## config.mk

```make
export PLATFORM = sky130hd
export DESIGN_NAME = mdio_slave_flat
export DESIGN_NICKNAME = d
export VERILOG_FILES = /design/src/rtl/mdio_slave_if.sv /design/src/rtl/mdio_slave.sv /design/src/flat_wrapper.sv
export SDC_FILE = /design/constraint.sdc
export NUM_CORES = 1
export LEC_CHECK = 0
export CELL_PAD_IN_SITES_DETAIL_PLACEMENT = 1
export CELL_PAD_IN_SITES_GLOBAL_PLACEMENT = 2
export CORE_UTILIZATION = 29
export CTS_CLUSTER_SIZE = 14
export DETAILED_ROUTE_END_ITERATION = 8
export HOLD_SLACK_MARGIN = 0.08
export MAX_ROUTING_LAYER = met4
export PLACE_DENSITY = 0.72
export SLEW_MARGIN = 40
export SYNTH_ARGS = -nofsm -noshare
export SYNTH_HDL_FRONTEND = slang
export SYNTH_SLANG_ARGS = --single-unit
```

## constraint.sdc

```tcl
create_clock -name clk -period 1.9 [get_ports clk]
set_input_delay 0.285 -clock clk [delete_from_list [all_inputs] [get_ports clk]]
set_output_delay 0.285 -clock clk [all_outputs]
set_load 0.005 [all_outputs]
```

## src/rtl/mdio_slave_if.sv

```systemverilog
`default_nettype none
// ----------------------------------------------------------------
// mdio_slave_if : MDIO strobe/bit bus plus register-file handshake
// Rev 1.0
// ----------------------------------------------------------------
interface mdio_slave_if;
  logic        ce;
  logic        mdi;
  logic        mdo;
  logic        mdo_valid;
  logic [4:0]  reg_addr;
  logic [15:0] reg_wdata;
  logic        reg_read;
  logic        reg_write;
  logic [15:0] reg_rdata;
  logic        reg_ack;
  logic        reg_err;

  modport slave (
    input  ce, mdi, reg_rdata, reg_ack, reg_err,
    output mdo, mdo_valid, reg_addr, reg_wdata, reg_read, reg_write
  );

  modport master (
    output ce, mdi, reg_rdata, reg_ack, reg_err,
    input  mdo, mdo_valid, reg_addr, reg_wdata, reg_read, reg_write
  );
endinterface
`default_nettype wire

```

## src/rtl/mdio_slave.sv

```systemverilog
`default_nettype none
// ----------------------------------------------------------------
// mdio_slave : clause-22 MDIO frame parser and register sequencer
// Rev 1.0
// ----------------------------------------------------------------
module mdio_slave #(
  parameter logic [4:0] ADDRESS = 5'd0
) (
  input  logic         clk,
  input  logic         rst,
  mdio_slave_if.slave  bus
);

  typedef enum logic [2:0] {
    S_PREAMBLE, S_ST2, S_OP, S_PHYAD, S_REGAD, S_TA1, S_TA2, S_DATA
  } state_t;

  state_t      state_q, state_d;
  logic [5:0]  ones_q, ones_d;
  logic [3:0]  bitcnt_q, bitcnt_d;
  logic        op0_q, op0_d;
  logic        is_read_q, is_read_d;
  logic [4:0]  phyad_q, phyad_d;
  logic [4:0]  regad_q, regad_d;
  logic [4:0]  reg_addr_q, reg_addr_d;
  logic [15:0] shift_q, shift_d;
  logic [15:0] reg_wdata_q, reg_wdata_d;
  logic        reg_read_q, reg_read_d;
  logic        reg_write_q, reg_write_d;
  logic        rd_ok_q, rd_ok_d;
  logic        mdo_q, mdo_d;
  logic        mdo_valid_q, mdo_valid_d;

  logic [4:0]  regad_full;
  logic [15:0] shift_in;

  assign regad_full = {regad_q[3:0], bus.mdi};
  assign shift_in   = {shift_q[14:0], bus.mdi};

  always_comb begin
    state_d     = state_q;
    ones_d      = ones_q;
    bitcnt_d    = bitcnt_q;
    op0_d       = op0_q;
    is_read_d   = is_read_q;
    phyad_d     = phyad_q;
    regad_d     = regad_q;
    reg_addr_d  = reg_addr_q;
    shift_d     = shift_q;
    reg_wdata_d = reg_wdata_q;
    reg_read_d  = reg_read_q;
    reg_write_d = reg_write_q;
    rd_ok_d     = rd_ok_q;
    mdo_d       = mdo_q;
    mdo_valid_d = mdo_valid_q;

    // Handshake completion is tracked every clk, independent of ce.
    if (reg_read_q && (bus.reg_ack || bus.reg_err)) begin
      reg_read_d = 1'b0;
      if (bus.reg_ack) begin
        rd_ok_d = 1'b1;
        shift_d = bus.reg_rdata;
      end
    end
    if (reg_write_q && (bus.reg_ack || bus.reg_err)) begin
      reg_write_d = 1'b0;
    end

    if (bus.ce) begin
      case (state_q)
        S_PREAMBLE: begin
          if (bus.mdi) begin
            if (ones_q < 6'd32) ones_d = ones_q + 6'd1;
          end else if (ones_q >= 6'd32) begin
            state_d = S_ST2;
            ones_d  = 6'd0;
          end else begin
            ones_d = 6'd0;
          end
        end
        S_ST2: begin
          bitcnt_d = 4'd0;
          state_d  = bus.mdi ? S_OP : S_PREAMBLE;
        end
        S_OP: begin
          op0_d    = bus.mdi;
          bitcnt_d = bitcnt_q + 4'd1;
          if (bitcnt_q == 4'd1) begin
            bitcnt_d = 4'd0;
            if (op0_q != bus.mdi) begin
              is_read_d = op0_q;
              state_d   = S_PHYAD;
            end else begin
              state_d = S_PREAMBLE;
            end
          end
        end
        S_PHYAD: begin
          phyad_d  = {phyad_q[3:0], bus.mdi};
          bitcnt_d = bitcnt_q + 4'd1;
          if (bitcnt_q == 4'd4) begin
            bitcnt_d = 4'd0;
            state_d  = S_REGAD;
          end
        end
        S_REGAD: begin
          regad_d  = regad_full;
          bitcnt_d = bitcnt_q + 4'd1;
          if (bitcnt_q == 4'd4) begin
            bitcnt_d = 4'd0;
            if (phyad_q != ADDRESS) begin
              state_d = S_PREAMBLE;
            end else if (is_read_q) begin
              // A read cannot overlap a still-pending write; drop the frame.
              if (reg_write_d) begin
                state_d = S_PREAMBLE;
              end else begin
                reg_read_d = 1'b1;
                reg_addr_d = regad_full;
                rd_ok_d    = 1'b0;
                state_d    = S_TA1;
              end
            end else begin
              state_d = S_TA1;
            end
          end
        end
        S_TA1: begin
          if (is_read_q) begin
            reg_read_d = 1'b0;
            if (rd_ok_d) begin
              mdo_valid_d = 1'b1;
              mdo_d       = 1'b0;
              state_d     = S_TA2;
            end else begin
              state_d = S_PREAMBLE;
            end
          end else begin
            state_d = S_TA2;
          end
        end
        S_TA2: begin
          bitcnt_d = 4'd0;
          state_d  = S_DATA;
          if (is_read_q) begin
            mdo_d   = shift_q[15];
            shift_d = {shift_q[14:0], 1'b0};
          end
        end
        S_DATA: begin
          bitcnt_d = bitcnt_q + 4'd1;
          if (is_read_q) begin
            if (bitcnt_q == 4'd15) begin
              mdo_valid_d = 1'b0;
              mdo_d       = 1'b1;
              state_d     = S_PREAMBLE;
            end else begin
              mdo_d   = shift_q[15];
              shift_d = {shift_q[14:0], 1'b0};
            end
          end else begin
            shift_d = shift_in;
            if (bitcnt_q == 4'd15) begin
              state_d = S_PREAMBLE;
              if (!reg_write_d && !reg_read_d) begin
                reg_write_d = 1'b1;
                reg_wdata_d = shift_in;
                reg_addr_d  = regad_q;
              end
            end
          end
        end
        default: state_d = S_PREAMBLE;
      endcase
    end
  end

  always_ff @(posedge clk) begin
    if (rst) begin
      state_q     <= S_PREAMBLE;
      ones_q      <= 6'd0;
      bitcnt_q    <= 4'd0;
      op0_q       <= 1'b0;
      is_read_q   <= 1'b0;
      phyad_q     <= 5'd0;
      regad_q     <= 5'd0;
      reg_addr_q  <= 5'd0;
      shift_q     <= 16'd0;
      reg_wdata_q <= 16'd0;
      reg_read_q  <= 1'b0;
      reg_write_q <= 1'b0;
      rd_ok_q     <= 1'b0;
      mdo_q       <= 1'b1;
      mdo_valid_q <= 1'b0;
    end else begin
      state_q     <= state_d;
      ones_q      <= ones_d;
      bitcnt_q    <= bitcnt_d;
      op0_q       <= op0_d;
      is_read_q   <= is_read_d;
      phyad_q     <= phyad_d;
      regad_q     <= regad_d;
      reg_addr_q  <= reg_addr_d;
      shift_q     <= shift_d;
      reg_wdata_q <= reg_wdata_d;
      reg_read_q  <= reg_read_d;
      reg_write_q <= reg_write_d;
      rd_ok_q     <= rd_ok_d;
      mdo_q       <= mdo_d;
      mdo_valid_q <= mdo_valid_d;
    end
  end

  assign bus.mdo       = mdo_q;
  assign bus.mdo_valid = mdo_valid_q;
  assign bus.reg_addr  = reg_addr_q;
  assign bus.reg_wdata = reg_wdata_q;
  assign bus.reg_read  = reg_read_q;
  assign bus.reg_write = reg_write_q;

endmodule
`default_nettype wire
```

## src/flat_wrapper.sv

```systemverilog
// flat-port wrapper written by rule: the top's interface ports become plain ports
module mdio_slave_flat 
#(
  parameter logic [4:0] ADDRESS = 5'd0
)
  (clk, rst, bus_ce, bus_mdi, bus_reg_rdata, bus_reg_ack, bus_reg_err, bus_mdo, bus_mdo_valid, bus_reg_addr, bus_reg_wdata, bus_reg_read, bus_reg_write);
  mdio_slave_if bus_i ();
  input  logic clk;
  input  logic rst;
  input wire logic [$bits(bus_i.ce)-1:0] bus_ce;
  input wire logic [$bits(bus_i.mdi)-1:0] bus_mdi;
  input wire logic [$bits(bus_i.reg_rdata)-1:0] bus_reg_rdata;
  input wire logic [$bits(bus_i.reg_ack)-1:0] bus_reg_ack;
  input wire logic [$bits(bus_i.reg_err)-1:0] bus_reg_err;
  output wire logic [$bits(bus_i.mdo)-1:0] bus_mdo;
  output wire logic [$bits(bus_i.mdo_valid)-1:0] bus_mdo_valid;
  output wire logic [$bits(bus_i.reg_addr)-1:0] bus_reg_addr;
  output wire logic [$bits(bus_i.reg_wdata)-1:0] bus_reg_wdata;
  output wire logic [$bits(bus_i.reg_read)-1:0] bus_reg_read;
  output wire logic [$bits(bus_i.reg_write)-1:0] bus_reg_write;
  assign bus_i.ce = bus_ce;
  assign bus_i.mdi = bus_mdi;
  assign bus_i.reg_rdata = bus_reg_rdata;
  assign bus_i.reg_ack = bus_reg_ack;
  assign bus_i.reg_err = bus_reg_err;
  assign bus_mdo = bus_i.mdo;
  assign bus_mdo_valid = bus_i.mdo_valid;
  assign bus_reg_addr = bus_i.reg_addr;
  assign bus_reg_wdata = bus_i.reg_wdata;
  assign bus_reg_read = bus_i.reg_read;
  assign bus_reg_write = bus_i.reg_write;
  mdio_slave #(.ADDRESS(ADDRESS)) u_core (.clk(clk), .rst(rst), .bus(bus_i));
endmodule
```

==> qor.txt <==
Starting Density: 29.91%
# nets final: 472
Simple-Gate Fraction of Synth Area: 24.16%
Worst-Margin Slew: 495.6 ps
Via count: 3003
Core box area: 10890 µm²
Reg power frac: 48.2%
Synth Flop Type: dfxtp_1
Final core occ: 39.63%
Syn Inst Count: 379
Placed Area: 4034 µm²
Async set-reset flop share out of synthesis: 0%
Routability cong.: 0.7577
P_leak: 0.001564 µW
Antenna Cells: 0
Post-synthesis mux area share: 6.569%
Final hold viol count: 0
Number of flops mapped to enable cells by yosys: 0
First-pass GRT wire length: 15330 µm
Initial antenna violation count: 0
CTS clock-pin slew for the worst setup and hold paths: 70 ps
# port buffers: 46
Syn Area/Cell: 8.593 µm²
Fraction of the mapped netlist area in adder cells: 1.921%
Vias per Instance: 5.090
Rows: 38
DR WL/cell: 16.14 µm
Setup violators final: 0
Worst-case clock buffer depth: 2
DR iter-0 viols: 136
Crit path DAT: 2040 ps
Synth cell types: 51
Boundary Pins: 47
Final WL: 9520 µm
DR pass1 iterations: 4
Ys Warns: 0
Main combinational cell family by area after synthesis: simple AND/OR/NAND/NOR gates
Crit Path Max Fanout: 17
Most frequent cells in the layout: dfxtp_1, clkdlybuf4s50_1, nor2_1
Worst slew margin: 66.11%
Num CTS Buffers: 9
Die area: 11660 µm²
Sequential element share of the synthesized area: 41.18%
Hold buffers post-CTS: 0
Status: finished, final reports clean
GRT Overall Usage: 17.81%
Final period util: 95.50%
GR Overflow Total: 0
Startpoint Class: flip-flop
Crit end category: flip-flop
Max Clk Rate: 551.1 MHz
Layout Skew: 9.738 ps
Pint: 2276 µW
CTS tree: done
Synth Area in Compound Gates: 18.44%
Worst skew pair latency: 360 ps
Clk network pwr share: 47.5%
GR peak layer: met2
Post-DRT Antenna Nets: 0
Hold_ws: 247.4 ps
Synthesis-to-layout area growth: 32.50%
Mapped cell area: 3257 µm²
Fin crit period: 1815 ps
Die Height: 108.0 µm
Flops & latches, synth: 67
Met1 Use GR: 23.94%
Maximum vdd drop: 0.3427 mV
Part of the power in combinational logic: 4.4%
GR met2 Demand/Resource: 25.84%
Design area: 4315 µm²
Number of H-tree levels: 3
Layout cells sized above 1: 17.56%
Syn_nets: 406
PD cells: 677.2 nW/µm²
Root Driver: clkbuf_8
Tightest Hold Check Type: in2reg
Dpl hpwl: 6811 µm
Switching power: 646.3 µW
Commonest non-fill, non-tap cell in the layout: dfxtp_1
CTS sink cnt: 67
Fin. max-slew vios: 0
DRC Markers: 0
Post-synthesis xor/xnor area fraction: 2.151%
Die X-Extent: 108.0 µm
Largest net degree at the start of global routing: 46
Vias in the first global route: 2950
Met3 Resource Use GR: 2.411%
Switching share of power: 22.12%
Max-cap violations: 0
Crit path kind: reg2reg
Critical Path RT: 2120 ps
RSZ-0062 raised after global routing: false
## registers in the layout, summed over array words and instances, names as in the netlist, 3 cells and up
signal	cells
u_core.ones_q	6
u_core.shift_q	16
u_core.state_q	3
u_core.regad_q	5
u_core.phyad_q	5
u_core.bus.reg_addr	5
u_core.bitcnt_q	4
u_core.bus.reg_wdata	16
## critical path, cell delays in order, from the launching register on
cell,delay (ps)
dfxtp_2,350
ha_2,200
nand3_2,140
or4_1,530
buf_4,220
o21ai_0,150
a21oi_1,80
## kinds of logic after synthesis
| logic type | after synthesis |
|---|---|
| AO/OA/AOI/OAI | 91 |
| adder cells (fa/ha/maj) | 5 |
| XOR/XNOR | 8 |
| flip-flops | 67 |
| AND/OR/NAND/NOR | 148 |
| buffers and inverters | 39 |
| multiplexers | 21 |
## cell usage after synthesis, types with 6 or more instances
| library cell | number | share of area (%) |
|---|---|---|
| a21oi_1 | 23 | 3.5 |
| a311oi_1 | 18 | 4.8 |
| clkbuf_1 | 22 | 2.5 |
| dfxtp_1 | 67 | 41 |
| inv_1 | 8 | 0.92 |
| mux2i_1 | 18 | 5.5 |
| nand2_1 | 27 | 3.1 |
| nand2b_1 | 7 | 1.3 |
| nand3_1 | 38 | 5.8 |
| nor2_1 | 43 | 5.0 |
| o211ai_1 | 6 | 1.4 |
| o21ai_0 | 16 | 2.5 |
| o21ai_1 | 9 | 1.4 |
## routing by layer
| metal | share of wire, % | vias to the layer above |
|---|---|---|
| met3 | 2.3 | 18 |
| li1 | - | 1497 |
| met1 | 51 | 1446 |
| met2 | 44 | 42 |
| met4 | 2.5 | 0 |
| met5 | 0 | - |
## layout make-up
class	instances	area, µm²
Inverter	8	30.03
Clock inverter	4	72.57
Tap cell	140	175.2
Multi-Input combinational cell	273	1768
Sequential cell	67	1343
Timing Repair Buffer	86	772.0
Clock buffer	12	155.1
Fill cell	1272	6573
## power by group through the flow
stage          registers [µW]  clock network (µW)  logic, µW
2_1_floorplan            1440                   0       53.7
4_1_cts                  1410                1420        130
3_5_place_dp             1440                   0        129
6_report                 1410                1390        128
5_1_grt                  1410                1480        139
3_3_place_gp             1440                   0        126
## stage by stage
step | power [µW] | cells | setup WS, ps | TNS (ps)
floorplan | 1494 | 379 | 129.0 | 0
global placement | 1567 | 572 | -121.9 | -1929
detailed placement | 1570 | 572 | -207.0 | -3056
CTS | 2954 | 588 | 8.637 | 0
global route | 3026 | 590 | 6.381 | 0
finish | 2922 | 590 | 85.47 | 0
## final timing paths
path / startpoint / cells past startpoint / endpoint / slack [ps]
worst min register to register: u_core.bus.reg_addr[1] / 2 / u_core.bus.reg_addr[1] / 470
worst max-delay path: u_core.bitcnt_q[1] / 6 / u_core.bus.reg_wdata[9] / 90
worst max register to register: u_core.bitcnt_q[1] / 6 / u_core.bus.reg_wdata[9] / 90
worst min-delay path: rst / 2 / u_core.regad_q[3] / 250
## what timing repair did
action	in CTS	in global routing
buffers inserted	0	1
setup endpoints to repair	18	21
resized for setup	2	13
pin swaps	1	2
Note: power is estimated with default switching activity, not from simulation.
